--- src/rtl/mem_port_arbiter_pkg.sv ---
// rtl/mem_port_arbiter_pkg.sv - shared encodings for the unified memory port arbiter
package mem_port_arbiter_pkg;

  typedef enum logic {
    ST_IDLE = 1'b0,
    ST_BUSY = 1'b1
  } arb_state_t;

  typedef enum logic {
    OWN_IF = 1'b0,
    OWN_LS = 1'b1
  } arb_owner_t;

  localparam logic [3:0] MASK_WORD = 4'b1111;
  localparam logic [3:0] MASK_HALF = 4'b0011;
  localparam logic [3:0] MASK_BYTE = 4'b0001;

  // Streak counter width; comfortably holds any sensible starvation limit.
  localparam int STREAK_W = 8;

endpackage

--- src/rtl/mem_arb_pick.sv ---
// rtl/mem_arb_pick.sv - combinational grant selection, LS priority with IF starvation guard
module mem_arb_pick
  import mem_port_arbiter_pkg::*;
(
  input  logic                if_req,
  input  logic                ls_req,
  input  logic [STREAK_W-1:0] streak,
  input  logic [STREAK_W-1:0] limit,
  output logic                grant_if,
  output logic                grant_ls
);

  // IF wins only when LS has starved it for the full limit; otherwise LS first.
  always_comb begin
    grant_if = 1'b0;
    grant_ls = 1'b0;
    if (if_req && ls_req && (streak == limit)) begin
      grant_if = 1'b1;
    end else if (ls_req) begin
      grant_ls = 1'b1;
    end else if (if_req) begin
      grant_if = 1'b1;
    end
  end

endmodule

--- src/rtl/mem_port_arbiter.sv ---
// rtl/mem_port_arbiter.sv - shares one fixed-latency memory port between fetch and load/store
module mem_port_arbiter
  import mem_port_arbiter_pkg::*;
#(
  parameter int MEM_LATENCY  = 2,
  parameter int STARVE_LIMIT = 4
) (
  input  logic        i_clk,
  input  logic        i_rst,
  input  logic        i_if_req,
  input  logic [31:0] i_if_addr,
  output logic        o_if_ready,
  output logic        o_if_rvalid,
  output logic [31:0] o_if_rdata,
  input  logic        i_ls_req,
  input  logic        i_ls_we,
  input  logic [3:0]  i_ls_mask,
  input  logic        i_ls_unsigned,
  input  logic [31:0] i_ls_addr,
  input  logic [31:0] i_ls_wdata,
  output logic        o_ls_ready,
  output logic        o_ls_rvalid,
  output logic [31:0] o_ls_rdata,
  output logic        o_mem_req,
  output logic        o_mem_we,
  output logic [3:0]  o_mem_mask,
  output logic        o_mem_unsigned,
  output logic [31:0] o_mem_addr,
  output logic [31:0] o_mem_wdata,
  input  logic [31:0] i_mem_rdata,
  output logic        o_busy
);

  localparam logic [3:0]          CNT_INIT = 4'(MEM_LATENCY - 1);
  localparam logic [STREAK_W-1:0] LIMIT    = STREAK_W'(STARVE_LIMIT);

  arb_state_t          state;
  arb_owner_t          owner;
  logic [3:0]          cnt;
  logic                was_store;
  logic [STREAK_W-1:0] streak;

  logic resp_cycle;
  logic grant_window;
  logic grant_if;
  logic grant_ls;

  assign resp_cycle   = (state == ST_BUSY) && (cnt == 4'd0) && !i_rst;
  assign grant_window = !i_rst && ((state == ST_IDLE) || resp_cycle);

  mem_arb_pick u_pick (
    .if_req   (i_if_req && grant_window),
    .ls_req   (i_ls_req && grant_window),
    .streak   (streak),
    .limit    (LIMIT),
    .grant_if (grant_if),
    .grant_ls (grant_ls)
  );

  // Memory command, handshakes and response routing; everything is zero while in reset.
  always_comb begin
    o_mem_req      = grant_if || grant_ls;
    o_mem_we       = 1'b0;
    o_mem_mask     = 4'b0000;
    o_mem_unsigned = 1'b0;
    o_mem_addr     = 32'd0;
    o_mem_wdata    = 32'd0;
    o_if_ready     = grant_if;
    o_ls_ready     = grant_ls;
    o_if_rvalid    = 1'b0;
    o_if_rdata     = 32'd0;
    o_ls_rvalid    = 1'b0;
    o_ls_rdata     = 32'd0;
    o_busy         = (state == ST_BUSY) && !i_rst;
    if (grant_ls) begin
      o_mem_we       = i_ls_we;
      o_mem_mask     = i_ls_mask;
      o_mem_unsigned = i_ls_unsigned;
      o_mem_addr     = i_ls_addr;
      o_mem_wdata    = i_ls_wdata;
    end else if (grant_if) begin
      o_mem_mask = MASK_WORD;
      o_mem_addr = i_if_addr;
    end
    if (resp_cycle) begin
      if (owner == OWN_LS) begin
        o_ls_rvalid = 1'b1;
        o_ls_rdata  = was_store ? 32'd0 : i_mem_rdata;
      end else begin
        o_if_rvalid = 1'b1;
        o_if_rdata  = i_mem_rdata;
      end
    end
  end

  // Transaction tracking: issue, latency countdown, response/back-to-back, starvation streak.
  always_ff @(posedge i_clk or posedge i_rst) begin
    if (i_rst) begin
      state     <= ST_IDLE;
      owner     <= OWN_IF;
      cnt       <= 4'd0;
      was_store <= 1'b0;
      streak    <= '0;
    end else if (grant_if || grant_ls) begin
      state     <= ST_BUSY;
      owner     <= grant_ls ? OWN_LS : OWN_IF;
      cnt       <= CNT_INIT;
      was_store <= grant_ls && i_ls_we;
      if (grant_ls && i_if_req) begin
        streak <= (streak == LIMIT) ? streak : streak + 1'b1;
      end else begin
        streak <= '0;
      end
    end else if (resp_cycle) begin
      state <= ST_IDLE;
    end else if ((state == ST_BUSY) && (cnt != 4'd0)) begin
      cnt <= cnt - 4'd1;
    end
  end

endmodule

--- config.mk ---
export PLATFORM = sky130hd
export DESIGN_NAME = mem_port_arbiter
export DESIGN_NICKNAME = d
export VERILOG_FILES = /design/src/rtl/mem_port_arbiter_pkg.sv /design/src/rtl/mem_arb_pick.sv /design/src/rtl/mem_port_arbiter.sv
export SDC_FILE = /design/constraint.sdc
export NUM_CORES = 1
export LEC_CHECK = 0
export ABC_AREA = 1
export CAP_MARGIN = 10
export CELL_PAD_IN_SITES_DETAIL_PLACEMENT = 1
export CELL_PAD_IN_SITES_GLOBAL_PLACEMENT = 1
export CORE_AREA = 2 2 121 123
export CTS_CLUSTER_SIZE = 12
export DETAILED_ROUTE_END_ITERATION = 12
export DIE_AREA = 0 0 123 125
export HOLD_SLACK_MARGIN = 0.03
export PLACE_DENSITY_LB_ADDON = 0.1
export SLEW_MARGIN = 20
export SYNTH_ARGS = -nofsm -noshare
export SYNTH_HDL_FRONTEND = slang
export SYNTH_SLANG_ARGS = --single-unit
--- constraint.sdc ---
create_clock -name i_clk -period 3.7 [get_ports i_clk]
set_input_delay 1.11 -clock i_clk [delete_from_list [all_inputs] [get_ports i_clk]]
set_output_delay 1.11 -clock i_clk [all_outputs]
set_load 0.02 [all_outputs]
==> qor.csv, run 1 <==
stage,metric,value,unit
clocking,numCtsBuffers,3,
layout,layout_common_cells,"136 x clkdlybuf4s50_1, 109 x nor2_1, 89 x inv_1",
timing,slew_viol_final,0,
global_routing,grtUsageTotal,15.5,%
drt,dr.pass1.iters,4,
timing,fin_crit_sh,97.9,%
drt,route.detailed.drc,0,
die,die_width,123,um
timing,setup_tns,0,ps
timing,layout_min_cycle_time,3620,ps
timing,fin_skew,2.47,ps
setup_path,worst-setup-path-type,in2out,
clocking,root_buffer,clkbuf_16,
clocking,cts_tree,yes,
synth,syn-instance-count,430,
min_path,hold_depth,2,
synth,async_flop_share,100,%
timing,tightest_slew,381,ps
min_path,hold_path.startpoint,cnt[0],
setup_path,crit_required,2590,ps
global_routing,first_global_vias,3757,
min_path,hold_path_class,reg2reg,
drt,antenna_left,0,
clocking,clk_pin_slew,50,ps
global_routing,grt_max_degree,38,
global_routing,grt_remaining_overflow,0,
placement,io_buffer_count,277,
power_and_ir_drop,peakVddDrop,0.000136,V
clocking,cts_sinks,15,
synth,synthesis.nets,571,
drt,top_layer_used,met4,
timing,hold_viol,0,
synth,synth.avg_cell_area,5.13,um2
layout,num_antenna_cells,0,
drt,drtIter0Drc,138,
die,rows,44,
placement,dpl.hpwl,10.6,mm
timing,fin_ws,75.9,ps
layout,mostFrequentLayoutCell,clkdlybuf4s50_1,
synth,synth-main-ff-cell,dfrtp_1,
setup_path,start_kind,input port,
die,die-area,15400,um2
timing,rsz0062_at_grt,no,
clocking,clk_path_buf_depth,2,
drt,num_vias,3694,
setup_path,cp-end-kind,output port,
timing,max_slew_margin,74.6,%
synth,yosys_warnings,0,
layout,fin_util,34.8,%
flow_run,maxCapViolations,0,
layout,final_layout_size_suffix_gt1_share,24.4,%
setup_path,crit_fanout,34,
global_routing,antenna_found_initial,0,
synth,syn-cell-area,2200,um2
clocking,postCtsHoldBufs,0,
drt,met3_length,1.37,mm
die,die_h,125,um
drt,wl_met1,4.71,mm
clocking,clk_latency,240,ps
die,start_util,15.5,%
setup_path,ff2ff_path_depth,8,
synth,synth-seq-area-share,17.0,%
die,core,14200,um2
synth,ys_ff_latch,15,
timing,whs,510,ps
status,status,completed,
timing,setup_violations,0,
drt,wl,13.0,mm
clocking,htree_levels,1,
timing,fmax,276,MHz
setup_path,crit_start,i_ls_req,
setup_path,reg2reg_from,streak[0],
layout,area_growth,124,%
layout,finalNetCount,851,
power_and_ir_drop,power_leakage,2.92,nW
placement,place_ws,-392,ps
drt,wl_per_cell,14.6,um
drt,routed_via_density,4.14,
synth,synth-edff-count,0,
setup_path,worst_ep_arrival_time,2510,ps
placement,gp_congestion,0.819,
global_routing,grt_pass1_wl,19.4,mm
power_and_ir_drop,powerDensity,326,nW/um2
drt,wl_met2,6.74,mm
die,num_io_pins,278,
synth,yosys.cell_types.count,26,
registers in the layout, indices dropped and copies added (netlist names):
name and flops:
cnt 4, owner 1, streak 8, state 1, was_store 1
report_power, final:
| part | total, mW | switching (mW) | internal [mW] |
|---|---|---|---|
| Combinational | 1.14 | 0.662 | 0.481 |
| Clock | 0.210 | 0.0643 | 0.146 |
| Sequential | 0.257 | 0.0470 | 0.210 |
| Total | 1.61 | 0.773 | 0.837 |
through the flow:
stage | std cells | instance area [um2] | power (mW)
floorplan | 430 | 2200 | 0.874
global placement | 885 | 5270 | 1.49
detailed placement | 885 | 5270 | 1.51
CTS | 889 | 5070 | 1.64
global route | 893 | 4940 | 1.75
finish | 893 | 4940 | 1.61
layout make-up:
type                            instances  area, um2
Clock buffer                            4       78.8
Fill cell                            1894       9270
Inverter                               92        345
Multi-Input combinational cell        299       1350
Sequential cell                        15        375
Tap cell                              184        230
Timing Repair Buffer                  299       2560
worst paths after layout:
path / end / slack, ps
setup / recovery: o_mem_wdata[4] / 80
hold / removal: cnt[0] / 510
setup reg to reg: streak[6] / 1960
hold reg to reg: cnt[0] / 510
max in group asynchronous: cnt[0] / 2550
min in group asynchronous: streak[7] / 930
cell usage after synthesis, types with 2 or more instances:
| cell type | count | share of area, % |
|---|---|---|
| inv_1 | 90 | 15 |
| buf_6 | 4 | 2.0 |
| nand3_1 | 77 | 17 |
| dfrtp_1 | 15 | 17 |
| nor2_1 | 110 | 19 |
| buf_2 | 17 | 3.9 |
| nand4_1 | 3 | 0.85 |
| a21oi_1 | 2 | 0.45 |
| nand2_2 | 3 | 0.85 |
| ha_1 | 3 | 1.7 |
| inv_2 | 2 | 0.34 |
| buf_4 | 3 | 1.0 |
| nand2_1 | 88 | 15 |
cell families (layout without fill, tap and decap cells):
logic type                 count (synthesis)  count (layout)  share of synthesized area (%)
AOI/OAI and AO/OA                          5               5                           1.42
xor gates and xnor gates                   2               2                          0.795
and+or+nand+nor                          289             289                           56.5
adders and majority gates                  3               3                           1.70
DFF                                       15              15                           17.0
buffers and inverters                    116             395                           22.6
layer usage:
metal,vias to the layer above,GRT usage (%)
met5,-,0
met4,0,2.41
met3,14,5.16
met2,169,30.7
met1,1676,15.7
li1,1835,-
critical path: stages:
cell and delay (ps):
clkdlybuf4s50_1 500, inv_1 80, nor2_4 160, nand2_2 100
buf_12 180, nor2_1 110, clkdlybuf4s15_2 270
what timing repair did:
action                                  in CTS  in global routing
setup buffers                                0                  1
gates resized for setup                    423                 60
endpoints found under the setup margin     139                106
gates cloned                                 0                  3
pin swaps                                    0                  2
endpoints found under the hold margin        0                  0
No activity file was read; power rests on OpenSTA's default activity.
==> run 2: changes to the inputs <==
CORE_AREA = 3 3 122 124   (was 2 2 121 123)
DIE_AREA = 0 0 125 127   (was 0 0 123 125)
==> run 2 against run 1 <==
Compared with the run above:
- total power shrank 1.2%
- clock skew is essentially flat
- register-to-register slack lost 90 ps
- worst setup slack lost 17 ps
- via count shrank 2.1%
- critical endpoint is now o_mem_addr[8]
- critical path depth is the same
- die area grew 3.3%
- non-clock buffer count grew 4
==> qor.csv, run 2 (same netlist as run 1, synthesis figures left out) <==
stage,metric,value,unit,change
die,rows,43,,was 44
layout,final_layout_size_suffix_gt1_share,24.4,%,about the same
power_and_ir_drop,peakVddDrop,0.000146,V,was 0.000136 V
timing,fmax,275,MHz,was 276 MHz
setup_path,crit_required,2590,ps,about the same
global_routing,grtUsageTotal,16.3,%,was 15.5%
drt,wl,13.7,mm,was 13.0 mm
timing,layout_min_cycle_time,3640,ps,was 3620 ps
global_routing,grt_remaining_overflow,0,,unchanged
min_path,hold_path_class,reg2reg,,unchanged
setup_path,worst_ep_arrival_time,2530,ps,was 2510 ps
timing,tightest_slew,527,ps,was 381 ps
clocking,cts_tree,yes,,unchanged
setup_path,crit_path_frequent_cell,buf_4,,
setup_path,crit_start,i_ls_req,,unchanged
clocking,clk_path_buf_depth,2,,unchanged
clocking,root_buffer,clkbuf_16,,unchanged
drt,drtIter0Drc,119,,was 138
timing,fin_skew,2.54,ps,was 2.47 ps
layout,reg_top3,"streak x8, cnt x4",,unchanged
setup_path,critPathSlowestCell,clkdlybuf4s50_1,,unchanged
clocking,clk_latency,250,ps,was 240 ps
min_path,hold_depth,2,,unchanged
timing,slew_viol_final,0,,unchanged
layout,num_antenna_cells,0,,unchanged
layout,largest_reg_flops,8,,unchanged
global_routing,grt_max_degree,35,,was 38
timing,fin_crit_sh,98.4,%,was 97.9%
setup_path,cp-end-kind,output port,,unchanged
drt,route.detailed.drc,0,,unchanged
die,die-area,15900,um2,was 15400 um2
setup_path,crit_chain,"clkdlybuf4s50_1, buf_4, o21ai_2, buf_4, nand3_1, nand2_1, dlygate4sd2_1",,"was clkdlybuf4s50_1, inv_1, nor2_4, nand2_2, buf_12, nor2_1, clkdlybuf4s15_2"
clocking,htree_levels,1,,unchanged
setup_path,cp_num_cells,7,,unchanged
setup_path,cpPeakStageDelay,430,ps,was 500 ps
clocking,clk_pin_slew,50,ps,about the same
clocking,cts_sinks,15,,unchanged
drt,num_vias,3615,,was 3694
layout,mostFrequentLayoutCell,clkdlybuf4s50_1,,unchanged
power_and_ir_drop,powerDensity,331,nW/um2,was 326 nW/um2
setup_path,start_kind,input port,,unchanged
layout,num-fill-cells,1831,,was 1894
power_and_ir_drop,power_leakage,2.94,nW,was 2.92 nW
timing,max_slew_margin,64.7,%,was 74.6%
timing,hold_viol,0,,unchanged
timing,fin_ws,58.5,ps,was 75.9 ps
layout,area_growth,118,%,was 124%
drt,routed_via_density,4.05,,was 4.14
min_path,hold_path.startpoint,was_store,,was cnt[0]
setup_path,crit_fanout,9,,was 34
drt,antenna_left,0,,unchanged
global_routing,first_global_vias,3753,,was 3757
global_routing,antenna_found_initial,0,,unchanged
setup_path,critical_path.top_delay_family,buffers and inverters,,unchanged
drt,wl_per_cell,15.4,um,was 14.6 um
layout,layout_common_cells,"137 x clkdlybuf4s50_1, 110 x nor2_1, 89 x inv_1",,"was 136 x clkdlybuf4s50_1, 109 x nor2_1, 89 x inv_1"
clocking,postCtsHoldBufs,0,,unchanged
setup_path,worst-setup-path-type,in2out,,unchanged
timing,setup_violations,0,,unchanged
layout,finalNetCount,855,,was 851
die,core,13900,um2,was 14200 um2
setup_path,reg2reg_from,cnt[0],,was streak[0]
die,start_util,15.9,%,was 15.5%
setup_path,cp.buffers_inverters,4,,unchanged
global_routing,grt_pass1_wl,21.2,mm,was 19.4 mm
timing,rsz0062_at_grt,yes,,was no
setup_path,ff2ff_path_depth,11,,was 8
layout,regMostFlops,streak,,unchanged
drt,dr.pass1.iters,4,,unchanged
placement,io_buffer_count,277,,unchanged
placement,gp_congestion,0.852,,was 0.819
flow_run,maxCapViolations,0,,unchanged
timing,setup_tns,0,ps,unchanged
clocking,numCtsBuffers,3,,unchanged
placement,dpl.hpwl,11.6,mm,was 10.6 mm
die,num_io_pins,278,,unchanged
die,die_h,127,um,was 125 um
placement,place_ws,-499,ps,was -392 ps
die,die_width,125,um,was 123 um
status,status,completed,,unchanged
## run 2: cell types whose count changed in the layout (fill, tap and decap cells not counted), sizes merged
cell and delta:
clkdlybuf4s18 +1, clkdlybuf4s50 +1, clkbuf -1, clkdlybuf4s15 -23
dlygate4sd2 +5, dlymetal6s2s -1, clkinv +1, buf +21
## run 2: area by class of cell
class	count	area, um2	area share [%]
repair buffers	303	2460	51.0
flip-flops and latches	15	375	7.79
clock buffers	3	75.1	1.56
well taps	180	225	4.68
multi-input cells	299	1330	27.7
inverters	92	345	7.17
clock inverters	1	5.00	0.104
## run 2: final timing paths
check / to / slack (ps)
max: o_mem_addr[8] / 60
max reg2reg: was_store / 1870
min: was_store / 510
min in group asynchronous: streak[7] / 1130
max in group asynchronous: streak[6] / 2340
min reg2reg: was_store / 510
## run 2: what timing repair did
action                                 in CTS  in global routing
setup endpoints to repair                 136                 71
gates cloned                                1                  0
endpoints found under the hold margin       0                  0
gates resized for setup                   387                 90
buffers inserted                            2                  0
pin swaps                                   0                  1
## run 2: metrics by stage
step           hold WS [ps]  utilization, %  power, mW  instance area (um2)  instances
4_1_cts                 522            36.7       1.66                 5100        893
3_5_place_dp            509            38.0       1.51                 5280        886
2_1_floorplan           442               -      0.874                 2200        430
3_3_place_gp            485            38.0       1.49                 5280        886
6_report                507            34.7       1.59                 4820        893
5_1_grt                 566            34.7       1.73                 4820        893
## run 2: worst register-to-register path, stage by stage, from the launching register on
cell	delay, ps
dfrtp_1	380
inv_1	100
ha_1	210
nand2_2	130
nand2_4	130
nand2_2	70
nor2_4	190
buf_12	130
buf_16	140
nand3_1	100
buf_4	150
nand2_1	50
## run 2: layer usage
metal  vias up  track usage, %  share of wire (%)
met1      1625            19.1                 40
met4         0            1.34               0.63
met2       148            31.7                 53
met5         -               0                  0
li1       1836               -                  -
met3         6            3.34                6.0
## run 2: power breakdown
part / leakage, nW / switching [mW] / internal (mW)
clock network: 0.0409 / 0.0722 / 0.145
logic: 2.70 / 0.660 / 0.462
registers: 0.196 / 0.0427 / 0.210
total: 2.94 / 0.775 / 0.817
